`config.mk`:
```
export PLATFORM = sky130hd
export DESIGN_NAME = lsu_axi_master_flat
export DESIGN_NICKNAME = d
export VERILOG_FILES = /design/src/rtl/lsu_axi_master_if.sv /design/src/rtl/lsu_axi_master.sv /design/src/flat_wrapper.sv
export SDC_FILE = /design/constraint.sdc
export NUM_CORES = 1
export LEC_CHECK = 0
export ABC_AREA = 0
export ABC_CLOCK_PERIOD_IN_PS = 4500
export BUFFER_PORTS_ARGS = -buffer_cell sky130_fd_sc_hd__buf_2
export CAP_MARGIN = 20
export CORE_ASPECT_RATIO = 1.75
export CORE_MARGIN = 1
export CORE_UTILIZATION = 45
export CTS_CLUSTER_SIZE = 30
export DETAILED_ROUTE_END_ITERATION = 8
export GPL_TIMING_DRIVEN = 0
export PLACE_DENSITY = 0.79
export SYNTH_ARGS = -nofsm -noshare
export SYNTH_HDL_FRONTEND = slang
export SYNTH_SLANG_ARGS = --single-unit
```
`constraint.sdc`:
```
create_clock -name clk -period 4.5 [get_ports clk]
set_input_delay 0.675 -clock clk [delete_from_list [all_inputs] [get_ports clk]]
set_output_delay 0.675 -clock clk [all_outputs]
set_load 0.02 [all_outputs]
```
`src/rtl/lsu_axi_master_if.sv`:
```
// Signal bundle between the load/store unit and its surroundings: EXU request/response
// channel plus the five single-beat AXI4 channels.
interface lsu_axi_master_if #(
  parameter int DATA_W = 32,
  parameter int ADDR_W = 32,
  parameter int ID_W   = 4
);
  logic                req_valid;
  logic                req_ready;
  logic                req_wr;
  logic [2:0]          req_op;
  logic [ADDR_W-1:0]   req_addr;
  logic [DATA_W-1:0]   req_wdata;

  logic                rsp_valid;
  logic                rsp_ready;
  logic [DATA_W-1:0]   rsp_rdata;
  logic [1:0]          rsp_err;

  logic                awvalid;
  logic                awready;
  logic [ADDR_W-1:0]   awaddr;
  logic [ID_W-1:0]     awid;
  logic [7:0]          awlen;
  logic [2:0]          awsize;
  logic [1:0]          awburst;

  logic                wvalid;
  logic                wready;
  logic [DATA_W-1:0]   wdata;
  logic [DATA_W/8-1:0] wstrb;
  logic                wlast;

  logic                bvalid;
  logic                bready;
  logic [1:0]          bresp;
  logic [ID_W-1:0]     bid;

  logic                arvalid;
  logic                arready;
  logic [ADDR_W-1:0]   araddr;
  logic [ID_W-1:0]     arid;
  logic [7:0]          arlen;
  logic [2:0]          arsize;
  logic [1:0]          arburst;

  logic                rvalid;
  logic                rready;
  logic [DATA_W-1:0]   rdata;
  logic [1:0]          rresp;
  logic                rlast;
  logic [ID_W-1:0]     rid;

  modport master (
    input  req_valid, req_wr, req_op, req_addr, req_wdata, rsp_ready,
    input  awready, wready, bvalid, bresp, bid, arready, rvalid, rdata, rresp, rlast, rid,
    output req_ready, rsp_valid, rsp_rdata, rsp_err,
    output awvalid, awaddr, awid, awlen, awsize, awburst,
    output wvalid, wdata, wstrb, wlast, bready,
    output arvalid, araddr, arid, arlen, arsize, arburst, rready
  );

  modport slave (
    output req_valid, req_wr, req_op, req_addr, req_wdata, rsp_ready,
    output awready, wready, bvalid, bresp, bid, arready, rvalid, rdata, rresp, rlast, rid,
    input  req_ready, rsp_valid, rsp_rdata, rsp_err,
    input  awvalid, awaddr, awid, awlen, awsize, awburst,
    input  wvalid, wdata, wstrb, wlast, bready,
    input  arvalid, araddr, arid, arlen, arsize, arburst, rready
  );
endinterface

```
`src/rtl/lsu_axi_master.sv`:
```
// Load/store unit: one EXU request becomes one single-beat AXI4 transaction and one response.
// All valid/ready outputs decode the state register only.
module lsu_axi_master #(
  parameter int              DATA_W = 32,
  parameter int              ADDR_W = 32,
  parameter int              ID_W   = 4,
  parameter logic [ID_W-1:0] TXN_ID = '0
) (
  input logic              clk,
  input logic              rst,
  lsu_axi_master_if.master bus
);
  localparam int STRB_W = DATA_W / 8;
  localparam int OFF_W  = $clog2(STRB_W);

  localparam logic [2:0] S_IDLE  = 3'd0;
  localparam logic [2:0] S_WR    = 3'd1;
  localparam logic [2:0] S_WRESP = 3'd2;
  localparam logic [2:0] S_RADDR = 3'd3;
  localparam logic [2:0] S_RDATA = 3'd4;
  localparam logic [2:0] S_RESP  = 3'd5;

  logic [2:0]        state;
  logic [ADDR_W-1:0] addr_q;
  logic [2:0]        op_q;
  logic [DATA_W-1:0] wdata_q;
  logic [STRB_W-1:0] wstrb_q;
  logic              aw_done;
  logic              w_done;
  logic [DATA_W-1:0] rsp_rdata_q;
  logic [1:0]        rsp_err_q;

  logic [OFF_W-1:0]  req_off;
  logic [OFF_W-1:0]  ld_off;
  logic [2:0]        align_mask;
  logic              misaligned;
  logic [STRB_W-1:0] strb_base;
  logic              aw_hs;
  logic              w_hs;
  logic [DATA_W-1:0] rd_shift;
  logic [DATA_W-1:0] rd_ext;
  logic              rd_sign;
  logic [1:0]        b_err;
  logic [1:0]        r_err;
  logic              unused_ok;

  assign req_off = bus.req_addr[OFF_W-1:0];
  assign ld_off  = addr_q[OFF_W-1:0];

  always_comb begin
    align_mask = 3'b000;
    case (bus.req_op[1:0])
      2'd0:    align_mask = 3'b000;
      2'd1:    align_mask = 3'b001;
      2'd2:    align_mask = 3'b011;
      default: align_mask = 3'b111;
    endcase
  end

  // Any of these faults answers immediately without touching the bus.
  assign misaligned = (|(bus.req_addr[2:0] & align_mask))
                    || (bus.req_op == 3'b111)
                    || (bus.req_op == 3'b011 && DATA_W == 32)
                    || (bus.req_op[2] && bus.req_wr)
                    || (bus.req_op == 3'b110 && DATA_W == 32);

  always_comb begin
    strb_base = '0;
    for (int i = 0; i < STRB_W; i++) strb_base[i] = (i < (1 << bus.req_op[1:0]));
  end

  assign rd_shift = bus.rdata >> {ld_off, 3'b000};

  // Truncate the shifted read lane to the access size, then sign- or zero-extend.
  always_comb begin
    rd_sign = 1'b0;
    rd_ext  = '0;
    case (op_q[1:0])
      2'd0:    rd_sign = rd_shift[7];
      2'd1:    rd_sign = rd_shift[15];
      2'd2:    rd_sign = rd_shift[31];
      default: rd_sign = rd_shift[DATA_W-1];
    endcase
    rd_sign = rd_sign & ~op_q[2];
    for (int i = 0; i < DATA_W; i++) rd_ext[i] = (i < (8 << op_q[1:0])) ? rd_shift[i] : rd_sign;
  end

  assign b_err = (bus.bid != TXN_ID) ? 2'b11 : (bus.bresp[1] ? 2'b10 : 2'b00);
  assign r_err = (bus.rid != TXN_ID) ? 2'b11 : (bus.rresp[1] ? 2'b10 : 2'b00);

  assign aw_hs = bus.awvalid & bus.awready;
  assign w_hs  = bus.wvalid & bus.wready;

  always_ff @(posedge clk or negedge rst) begin
    if (!rst) begin
      state       <= S_IDLE;
      addr_q      <= '0;
      op_q        <= '0;
      wdata_q     <= '0;
      wstrb_q     <= '0;
      aw_done     <= 1'b0;
      w_done      <= 1'b0;
      rsp_rdata_q <= '0;
      rsp_err_q   <= 2'b00;
    end else begin
      case (state)
        S_IDLE: begin
          if (bus.req_valid) begin
            addr_q  <= bus.req_addr;
            op_q    <= bus.req_op;
            wdata_q <= bus.req_wdata << {req_off, 3'b000};
            wstrb_q <= strb_base << req_off;
            aw_done <= 1'b0;
            w_done  <= 1'b0;
            if (misaligned) begin
              rsp_err_q   <= 2'b01;
              rsp_rdata_q <= '0;
              state       <= S_RESP;
            end else begin
              state <= bus.req_wr ? S_WR : S_RADDR;
            end
          end
        end
        // AW and W complete independently, possibly in the same cycle.
        S_WR: begin
          if (aw_hs) aw_done <= 1'b1;
          if (w_hs) w_done <= 1'b1;
          if ((aw_done || aw_hs) && (w_done || w_hs)) state <= S_WRESP;
        end
        S_WRESP: begin
          if (bus.bvalid) begin
            rsp_err_q   <= b_err;
            rsp_rdata_q <= '0;
            state       <= S_RESP;
          end
        end
        S_RADDR: begin
          if (bus.arready) state <= S_RDATA;
        end
        S_RDATA: begin
          if (bus.rvalid) begin
            rsp_err_q   <= r_err;
            rsp_rdata_q <= (r_err == 2'b00) ? rd_ext : '0;
            state       <= S_RESP;
          end
        end
        S_RESP: begin
          if (bus.rsp_ready) state <= S_IDLE;
        end
        default: state <= S_IDLE;
      endcase
    end
  end

  assign bus.req_ready = (state == S_IDLE);
  assign bus.rsp_valid = (state == S_RESP);
  assign bus.rsp_rdata = rsp_rdata_q;
  assign bus.rsp_err   = rsp_err_q;

  assign bus.awvalid = (state == S_WR) && !aw_done;
  assign bus.awaddr  = addr_q;
  assign bus.awid    = TXN_ID;
  assign bus.awlen   = 8'd0;
  assign bus.awsize  = {1'b0, op_q[1:0]};
  assign bus.awburst = 2'b01;

  assign bus.wvalid = (state == S_WR) && !w_done;
  assign bus.wdata  = wdata_q;
  assign bus.wstrb  = wstrb_q;
  assign bus.wlast  = bus.wvalid;

  assign bus.bready = (state == S_WRESP);

  assign bus.arvalid = (state == S_RADDR);
  assign bus.araddr  = addr_q;
  assign bus.arid    = TXN_ID;
  assign bus.arlen   = 8'd0;
  assign bus.arsize  = {1'b0, op_q[1:0]};
  assign bus.arburst = 2'b01;

  assign bus.rready = (state == S_RDATA);

  assign unused_ok = ^{bus.rlast, bus.rresp[0], bus.bresp[0]};
endmodule

```
`src/flat_wrapper.sv`:
```
// flat-port wrapper written by rule: the top's interface ports become plain ports
module lsu_axi_master_flat 
#(
  parameter int              DATA_W = 32,
  parameter int              ADDR_W = 32,
  parameter int              ID_W   = 4,
  parameter logic [ID_W-1:0] TXN_ID = '0
)
  (clk, rst, bus_req_valid, bus_req_wr, bus_req_op, bus_req_addr, bus_req_wdata, bus_rsp_ready, bus_awready, bus_wready, bus_bvalid, bus_bresp, bus_bid, bus_arready, bus_rvalid, bus_rdata, bus_rresp, bus_rlast, bus_rid, bus_req_ready, bus_rsp_valid, bus_rsp_rdata, bus_rsp_err, bus_awvalid, bus_awaddr, bus_awid, bus_awlen, bus_awsize, bus_awburst, bus_wvalid, bus_wdata, bus_wstrb, bus_wlast, bus_bready, bus_arvalid, bus_araddr, bus_arid, bus_arlen, bus_arsize, bus_arburst, bus_rready);
  lsu_axi_master_if #(.DATA_W(DATA_W), .ADDR_W(ADDR_W), .ID_W(ID_W)) bus_i ();
  input logic clk;
  input logic rst;
  input wire logic [$bits(bus_i.req_valid)-1:0] bus_req_valid;
  input wire logic [$bits(bus_i.req_wr)-1:0] bus_req_wr;
  input wire logic [$bits(bus_i.req_op)-1:0] bus_req_op;
  input wire logic [$bits(bus_i.req_addr)-1:0] bus_req_addr;
  input wire logic [$bits(bus_i.req_wdata)-1:0] bus_req_wdata;
  input wire logic [$bits(bus_i.rsp_ready)-1:0] bus_rsp_ready;
  input wire logic [$bits(bus_i.awready)-1:0] bus_awready;
  input wire logic [$bits(bus_i.wready)-1:0] bus_wready;
  input wire logic [$bits(bus_i.bvalid)-1:0] bus_bvalid;
  input wire logic [$bits(bus_i.bresp)-1:0] bus_bresp;
  input wire logic [$bits(bus_i.bid)-1:0] bus_bid;
  input wire logic [$bits(bus_i.arready)-1:0] bus_arready;
  input wire logic [$bits(bus_i.rvalid)-1:0] bus_rvalid;
  input wire logic [$bits(bus_i.rdata)-1:0] bus_rdata;
  input wire logic [$bits(bus_i.rresp)-1:0] bus_rresp;
  input wire logic [$bits(bus_i.rlast)-1:0] bus_rlast;
  input wire logic [$bits(bus_i.rid)-1:0] bus_rid;
  output wire logic [$bits(bus_i.req_ready)-1:0] bus_req_ready;
  output wire logic [$bits(bus_i.rsp_valid)-1:0] bus_rsp_valid;
  output wire logic [$bits(bus_i.rsp_rdata)-1:0] bus_rsp_rdata;
  output wire logic [$bits(bus_i.rsp_err)-1:0] bus_rsp_err;
  output wire logic [$bits(bus_i.awvalid)-1:0] bus_awvalid;
  output wire logic [$bits(bus_i.awaddr)-1:0] bus_awaddr;
  output wire logic [$bits(bus_i.awid)-1:0] bus_awid;
  output wire logic [$bits(bus_i.awlen)-1:0] bus_awlen;
  output wire logic [$bits(bus_i.awsize)-1:0] bus_awsize;
  output wire logic [$bits(bus_i.awburst)-1:0] bus_awburst;
  output wire logic [$bits(bus_i.wvalid)-1:0] bus_wvalid;
  output wire logic [$bits(bus_i.wdata)-1:0] bus_wdata;
  output wire logic [$bits(bus_i.wstrb)-1:0] bus_wstrb;
  output wire logic [$bits(bus_i.wlast)-1:0] bus_wlast;
  output wire logic [$bits(bus_i.bready)-1:0] bus_bready;
  output wire logic [$bits(bus_i.arvalid)-1:0] bus_arvalid;
  output wire logic [$bits(bus_i.araddr)-1:0] bus_araddr;
  output wire logic [$bits(bus_i.arid)-1:0] bus_arid;
  output wire logic [$bits(bus_i.arlen)-1:0] bus_arlen;
  output wire logic [$bits(bus_i.arsize)-1:0] bus_arsize;
  output wire logic [$bits(bus_i.arburst)-1:0] bus_arburst;
  output wire logic [$bits(bus_i.rready)-1:0] bus_rready;
  assign bus_i.req_valid = bus_req_valid;
  assign bus_i.req_wr = bus_req_wr;
  assign bus_i.req_op = bus_req_op;
  assign bus_i.req_addr = bus_req_addr;
  assign bus_i.req_wdata = bus_req_wdata;
  assign bus_i.rsp_ready = bus_rsp_ready;
  assign bus_i.awready = bus_awready;
  assign bus_i.wready = bus_wready;
  assign bus_i.bvalid = bus_bvalid;
  assign bus_i.bresp = bus_bresp;
  assign bus_i.bid = bus_bid;
  assign bus_i.arready = bus_arready;
  assign bus_i.rvalid = bus_rvalid;
  assign bus_i.rdata = bus_rdata;
  assign bus_i.rresp = bus_rresp;
  assign bus_i.rlast = bus_rlast;
  assign bus_i.rid = bus_rid;
  assign bus_req_ready = bus_i.req_ready;
  assign bus_rsp_valid = bus_i.rsp_valid;
  assign bus_rsp_rdata = bus_i.rsp_rdata;
  assign bus_rsp_err = bus_i.rsp_err;
  assign bus_awvalid = bus_i.awvalid;
  assign bus_awaddr = bus_i.awaddr;
  assign bus_awid = bus_i.awid;
  assign bus_awlen = bus_i.awlen;
  assign bus_awsize = bus_i.awsize;
  assign bus_awburst = bus_i.awburst;
  assign bus_wvalid = bus_i.wvalid;
  assign bus_wdata = bus_i.wdata;
  assign bus_wstrb = bus_i.wstrb;
  assign bus_wlast = bus_i.wlast;
  assign bus_bready = bus_i.bready;
  assign bus_arvalid = bus_i.arvalid;
  assign bus_araddr = bus_i.araddr;
  assign bus_arid = bus_i.arid;
  assign bus_arlen = bus_i.arlen;
  assign bus_arsize = bus_i.arsize;
  assign bus_arburst = bus_i.arburst;
  assign bus_rready = bus_i.rready;
  lsu_axi_master #(.DATA_W(DATA_W), .ADDR_W(ADDR_W), .ID_W(ID_W), .TXN_ID(TXN_ID)) u_core (.clk(clk), .rst(rst), .bus(bus_i));
endmodule
```
==> flow_summary.yaml, run 1 <==
global_routing:
  grt_pass1_vias: 5508
  grt_use_total_pct: 26.2
  grt_antenna_before_repair: 2
  gr-total-overflow: 0
  grt_pass1_wl_mm: 27.4
  grt_max_degree: 67
yosys:
  syn_area_mm2: 0.00603
  synth_most_common_cell: "dfrtp_1"
  synth_compound_area_share_pct: 15.9
  synth-async-reset-ratio_pct: 100
  synth_top_area_share_pct: 45.6
  postSynthCellCount: 578
  synth_top_family_by_area: "multiplexers"
  syn_avg_cell_area_um2: 10.4
  ys_seq_elements: 110
  synth_fa_ha_area_share_pct: 0
  synthTopCellsByCount: "110 x dfrtp_1, 69 x buf_4, 59 x nand2_1"
  synth_ff_type: "dfrtp_1"
  yosys_warnings: 0
  synth_simple_gate_area_share_pct: 9.96
  synth_xor_area_share_pct: 0
  synth_top_area_cell: "dfrtp_1"
  synth_edf_count: 0
  synth_cell_types: 49
  yosysSeqAreaShare_pct: 45.6
  synth.top_cells.by_area: "dfrtp_1 46%, mux2_2 9.1%, buf_4 8.6%"
  synth.area.mux_share_pct: 16.7
clocking:
  cts_sinks: 110
  cts_resized: 0
  clk_latency_ns: 0.36
  cts_tree: "built"
  h-tree-depth: 3
  clk_pin_slew_ns: 0.07
  cts.path.max_buffers: 2
  cts.root.buffer_cell: "clkbuf_16"
  cts_setup_buffers: 0
  cts_hold_buffers: 0
  cts_buffers: 9
placed_design:
  routabilityCongestion: 0.849
  dp_hpwl_mm: 14.1
  portBuffers: 263
critical_path:
  arrival_ns: 1.81
  worstPathRequired_ns: 3.83
  r2r_start: "u_core.state[2]$_DFFE_PN0P_"
  critPathLaunchType: "flip-flop"
  startpoint: "u_core.state[1]$_DFFE_PN0P_"
  endpoint_kind: "primary output"
  worstSetupPathType: "reg -> out"
  worstPathMaxFanout: 10
floorplanning:
  chipHeight_um: 155
  ios: 298
  coreArea_mm2: 0.0130
  die-area_mm2: 0.0139
  die_w_um: 89.5
  initial_utilization_pct: 46.4
  rows: 55
sta:
  rsz0062_at_grt: "no"
  setup_viol: 0
  final.setup.tns_ns: 0
  finalHoldViolCount: 0
  final_min_period_over_clock_period_pct: 55.3
  relSlewSlack_pct: 43.3
  worst_pin_slew_ns: 0.851
  skew_ns: 0.00867
  max_freq_mhz: 402
  slew_violations: 0
  period_needed_ns: 2.49
run_status:
  status: "complete, no violations"
final_layout:
  synthToLayoutAreaGrowth_pct: 32.2
  ff_latch_area_mm2: 0.00275
  drive_gt1_share_pct: 47.1
  multiInputGateArea_mm2: 0.00268
  fillers: 1168
  antenna_cells: 0
  final_nets: 1003
route:
  via_count: 5506
  wl_met1_mm: 5.98
  dr.max_layer_used: "met5"
  wl_met2_mm: 9.58
  dr.first_iter.drc_count: 194
  drc: 0
  viasPerCell: 5.21
  wirelength_mm: 17.7
  routedWlPerCell_um: 16.8
  detail_route.first_pass.iterations: 4
  ant_nets: 0
  met3WireLength_mm: 1.35
pwr:
  p_per_area_mw_per_mm2: 660
  vdd_ir_drop_max_mv: 0.373
  p_leak_uw: 0.00420
  p_total_uw: 5270
job:
  maxCapViolCount: 0
worst_hold_path:
  min_path_type: "in -> async"
## sequential cells by signal, indices dropped and copies added (netlist names)
name and cells:
u_core.bus.rsp_err 2, u_core.bus.wstrb 4, u_core.bus.araddr 32, u_core.state 3, u_core.op_q 3, u_core.aw_done 1
u_core.w_done 1, u_core.bus.wdata 32, u_core.bus.rsp_rdata 32
## worst max-delay path, stage by stage, from the launching register on
cell     delay [ns]
dfrtp_1        0.40
buf_2          0.19
nor2_1         0.34
nand2_1        0.12
nor2_1         0.14
buf_4          0.12
buf_2          0.15
## where the power goes
group / switching [uW] / leakage (uW) / total (uW) / internal, uW
clock: 380 / 0.000140 / 776 / 396
combinational: 1750 / 0.00265 / 2920 / 1170
sequential: 225 / 0.00141 / 1570 / 1340
## cell families after synthesis
logic type / after synthesis
buffers and inverters: 110
AND/OR/NAND/NOR: 123
AO/OA/AOI/OAI: 141
flip-flops: 110
multiplexers: 92
other: 2
## stage by stage
| stage | instance area (um2) | hold WS [ns] | std cells | setup WS [ns] | util, % |
|---|---|---|---|---|---|
| after floorplan | 6140 | 0.379 | 606 | 2.26 | - |
| final | 7980 | 0.422 | 1056 | 2.01 | 61.3 |
| after detailed placement | 7700 | 0.465 | 1041 | 1.89 | 59.2 |
| after global placement | 7670 | 0.457 | 1040 | 1.44 | 59.0 |
| after CTS | 7980 | 0.455 | 1056 | 2.00 | 61.3 |
| after global routing | 7980 | 0.494 | 1056 | 1.84 | 61.3 |
## routing by layer
layer  up-vias  global-route usage, %
met5         -                      0
met4         2                   13.5
met3        47                   7.00
met2       258                   47.0
met1      2628                   27.1
li1       2571                      -
## cell usage in the layout, fill, tap and decap left out, types with 30 or more instances in the layout
cell / netlist / final
buf_2: 8 / 270
buf_4: 69 / 70
nand2_1: 59 / 59
mux2_2: 49 / 49
dfrtp_1: 110 / 110
conb_1: 2 / 30
mux2i_1: 37 / 37
a21oi_1: 31 / 31
o21ai_0: 40 / 40
## final cells by class
type | count | area share [%]
plain buffers | 109 | 8.82
clock buffers | 10 | 3.00
clock inverters | 5 | 0.502
inverters | 1 | 0.0471
multi-input cells | 386 | 33.6
flip-flops and latches | 110 | 34.5
well taps | 171 | 2.68
repair buffers | 264 | 16.9
## worst paths after layout
check / end / slack (ns) / depth (start not counted)
worst min-delay path: u_core.bus.araddr[27]$_DFFE_PN0P_ / 0.42 / 1
worst max register to register: u_core.bus.rsp_rdata[3]$_DFFE_PN0P_ / 2.14 / 7
min in group clk: u_core.bus.wdata[16]$_DFFE_PN0P_ / 0.48 / 2
worst max-delay path: bus_wvalid / 2.01 / 6
worst min register to register: u_core.bus.wdata[16]$_DFFE_PN0P_ / 0.48 / 2
max in group asynchronous: u_core.bus.rsp_rdata[6]$_DFFE_PN0P_ / 3.35 / 2
(Power assumes the default switching activity.)
==> run 2, diff against run 1 <==
ABC_AREA = 1   (was 0)
ABC_CLOCK_PERIOD_IN_PS = 2500   (was 4500)
PLACE_DENSITY = 0.78   (was 0.79)
clock period = 2.5 ns   (was 4.5 ns; I/O delays follow)
==> run 2 against run 1 <==
Net effect:
- via count is 19% higher
- cell count is 29% higher
- clock skew is 0.0039 ns higher
- clock-buffer cell count is 1 lower
- die area is 3.6% higher
- routed wire length is 13% higher
- core utilization hardly changed
- global-route usage is 1.5 points higher
- highest routed layer is now met4
- sequential cell count stayed put
- sequential share of layout area is 1.2 points lower
- hold slack worse by 0.36 ns
- synthesized cell count is 52% higher
- critical endpoint unchanged
==> flow_summary.yaml, run 2 <==
route:
  routedWlPerCell_um: 14.7
  viasPerCell: 4.82
  ant_nets: 0
  detail_route.first_pass.iterations: 5
  via_count: 6564
  drc: 0
  dr.first_iter.drc_count: 324
  wirelength_mm: 20.0
sta:
  worst_pin_slew_ns: 0.709
  holdWs_ns: 0.0572
  skew_ns: 0.0126
  period_needed_ns: 1.94
  setup_viol: 0
  final_min_period_over_clock_period_pct: 77.5
  slew_violations: 0
  finalHoldViolCount: 0
  rsz0062_at_grt: "no"
  max_freq_mhz: 516
  relSlewSlack_pct: 52.7
critical_path:
  reg2reg_to: "u_core.bus.rsp_rdata[1]$_DFFE_PN0P_"
  arrival_ns: 1.56
  endpoint_kind: "primary output"
  worstPathMaxFanout: 5
  worstPathRequired_ns: 2.12
  critPathLaunchType: "flip-flop"
  worstSetupPathType: "reg -> out"
  r2r_start: "u_core.bus.araddr[0]$_DFFE_PN0P_"
  reg2regPathDepth: 7
  regToRegSetupSlack_ns: 0.63
yosys:
  yosysSeqAreaShare_pct: 44.0
  postSynthCellCount: 879
  ys_seq_elements: 110
  synth_most_common_cell: "nand2_1"
  synth_cell_types: 29
  syn_avg_cell_area_um2: 7.11
  synth_edf_count: 0
  yosys_warnings: 0
  synth-async-reset-ratio_pct: 100
  synth.top_cells.by_area: "dfrtp_1 44%, nand2_1 23%, buf_4 8.9%"
  syn_area_mm2: 0.00625
  synth_ff_type: "dfrtp_1"
  synthTopCellsByCount: "379 x nand2_1, 110 x dfrtp_1, 74 x buf_4"
  synth_top_area_share_pct: 44.0
  synth_top_area_cell: "dfrtp_1"
clocking:
  cts.path.max_buffers: 2
  cts_sinks: 110
  cts_buffers: 9
  cts.root.buffer_cell: "clkbuf_16"
  cts_hold_buffers: 0
  clk_pin_slew_ns: 0.08
  cts_setup_buffers: 0
  clk_latency_ns: 0.35
  cts_tree: "built"
  cts_resized: 0
  h-tree-depth: 3
final_layout:
  mostFrequentLayoutCells: "379 x nand2_1, 276 x buf_2, 110 x dfrtp_1"
  final_nets: 1304
  antenna_cells: 0
  stdcell_count: 1361
  final_common_cell: "nand2_1"
  final_util_pct: 61.3
  fillers: 1329
  synthToLayoutAreaGrowth_pct: 32.0
  drive_gt1_share_pct: 32.0
floorplanning:
  die_w_um: 91.1
  coreArea_mm2: 0.0135
  chipHeight_um: 158
  initial_utilization_pct: 46.5
  ios: 298
  rows: 56
  die-area_mm2: 0.0144
pwr:
  p_per_area_mw_per_mm2: 1180
  p_total_uw: 9760
  vdd_ir_drop_max_mv: 0.725
  power_frac_comb_pct: 54.7
  power_switching_uw: 4730
  pwr-share-seq_pct: 29.4
  p_int_uw: 5030
  switching_share_pct: 48.5
  clkPwrFrac_pct: 15.9
  p_leak_uw: 0.00492
placed_design:
  dp_hpwl_mm: 16.0
  dp_cells: 1345
  portBuffers: 263
  routabilityCongestion: 1.03
global_routing:
  gr-total-overflow: 0
  grt_pass1_wl_mm: 30.8
  grt_pass1_vias: 6323
  grt_max_degree: 61
  grt_antenna_before_repair: 0
  grt_use_total_pct: 27.7
job:
  maxCapViolCount: 0
worst_hold_path:
  min_path_type: "in -> async"
run_status:
  status: "complete, no violations"
-- run 2: how the worst max path moves through the flow --
stage | slack (ns) | endpoint | startpoint
after floorplan | 0.94 | u_core.state[2]$_DFFE_PN0P_ | u_core.state[0]$_DFFE_PN0P_
after global placement | -0.28 | u_core.bus.rsp_rdata[15]$_DFFE_PN0P_ | rst
after detailed placement | 0.57 | u_core.bus.wdata[30]$_DFFE_PN0P_ | bus_req_addr[0]
after CTS | 0.55 | bus_wvalid | u_core.state[0]$_DFFE_PN0P_
after global routing | 0.45 | bus_wvalid | u_core.state[0]$_DFFE_PN0P_
final | 0.56 | bus_wvalid | u_core.state[0]$_DFFE_PN0P_
-- run 2: stage by stage --
stage                     setup WS [ns]  setup TNS (ns)  instance area, um2
after floorplan                   0.940               0                6360
after global placement           -0.279          -28.95                7890
after detailed placement          0.569               0                7920
after CTS                         0.554               0                8250
after global routing              0.448               0                8250
final                             0.562               0                8250
-- run 2: cells by family (layout without fill, tap and decap cells) --
family	Yosys count	count (layout)	synth area share (%)
buffers and inverters	170	450	15.2
flip-flops	110	110	44.0
AND/OR/NAND/NOR	494	494	31.6
other	2	30	0.120
AO/OA/AOI/OAI	103	103	9.12
-- run 2: power groups by stage --
stage / Clock, uW / Combinational [uW] / Sequential, uW
6_report: 1550 / 5340 / 2870
5_1_grt: 1660 / 5830 / 2940
4_1_cts: 1570 / 5350 / 2860
3_5_place_dp: 0 / 5340 / 2870
3_3_place_gp: 0 / 5260 / 2880
2_1_floorplan: 0 / 2950 / 3440
-- run 2: worst max-delay path, stage by stage, from the launching register on --
cell	delay, ns
dfrtp_1	0.45
inv_1	0.12
nor3_2	0.19
nand2_1	0.10
inv_1	0.11
buf_4	0.11
buf_2	0.14
-- run 2: per-layer routing --
layer  global-route usage, %  vias to the layer above  share of wire, %
met2                    50.6                      314                53
met4                    18.7                        0               5.8
met3                    6.10                       72               6.7
met5                       0                        -                 0
met1                    28.0                     2922                35
li1                        -                     3256                 -
-- run 2: area by class of cell --
| class | instances | area [um2] | area share [%] |
|---|---|---|---|
| Sequential cell | 110 | 2750 | 33.4 |
| Multi-Input combinational cell | 627 | 2660 | 32.2 |
| Timing Repair Buffer | 264 | 1350 | 16.3 |
| Buffer | 111 | 727 | 8.81 |
| Clock buffer | 9 | 225 | 2.73 |
| Inverter | 59 | 221 | 2.68 |
| Tap cell | 174 | 218 | 2.64 |
| Clock inverter | 7 | 105 | 1.27 |
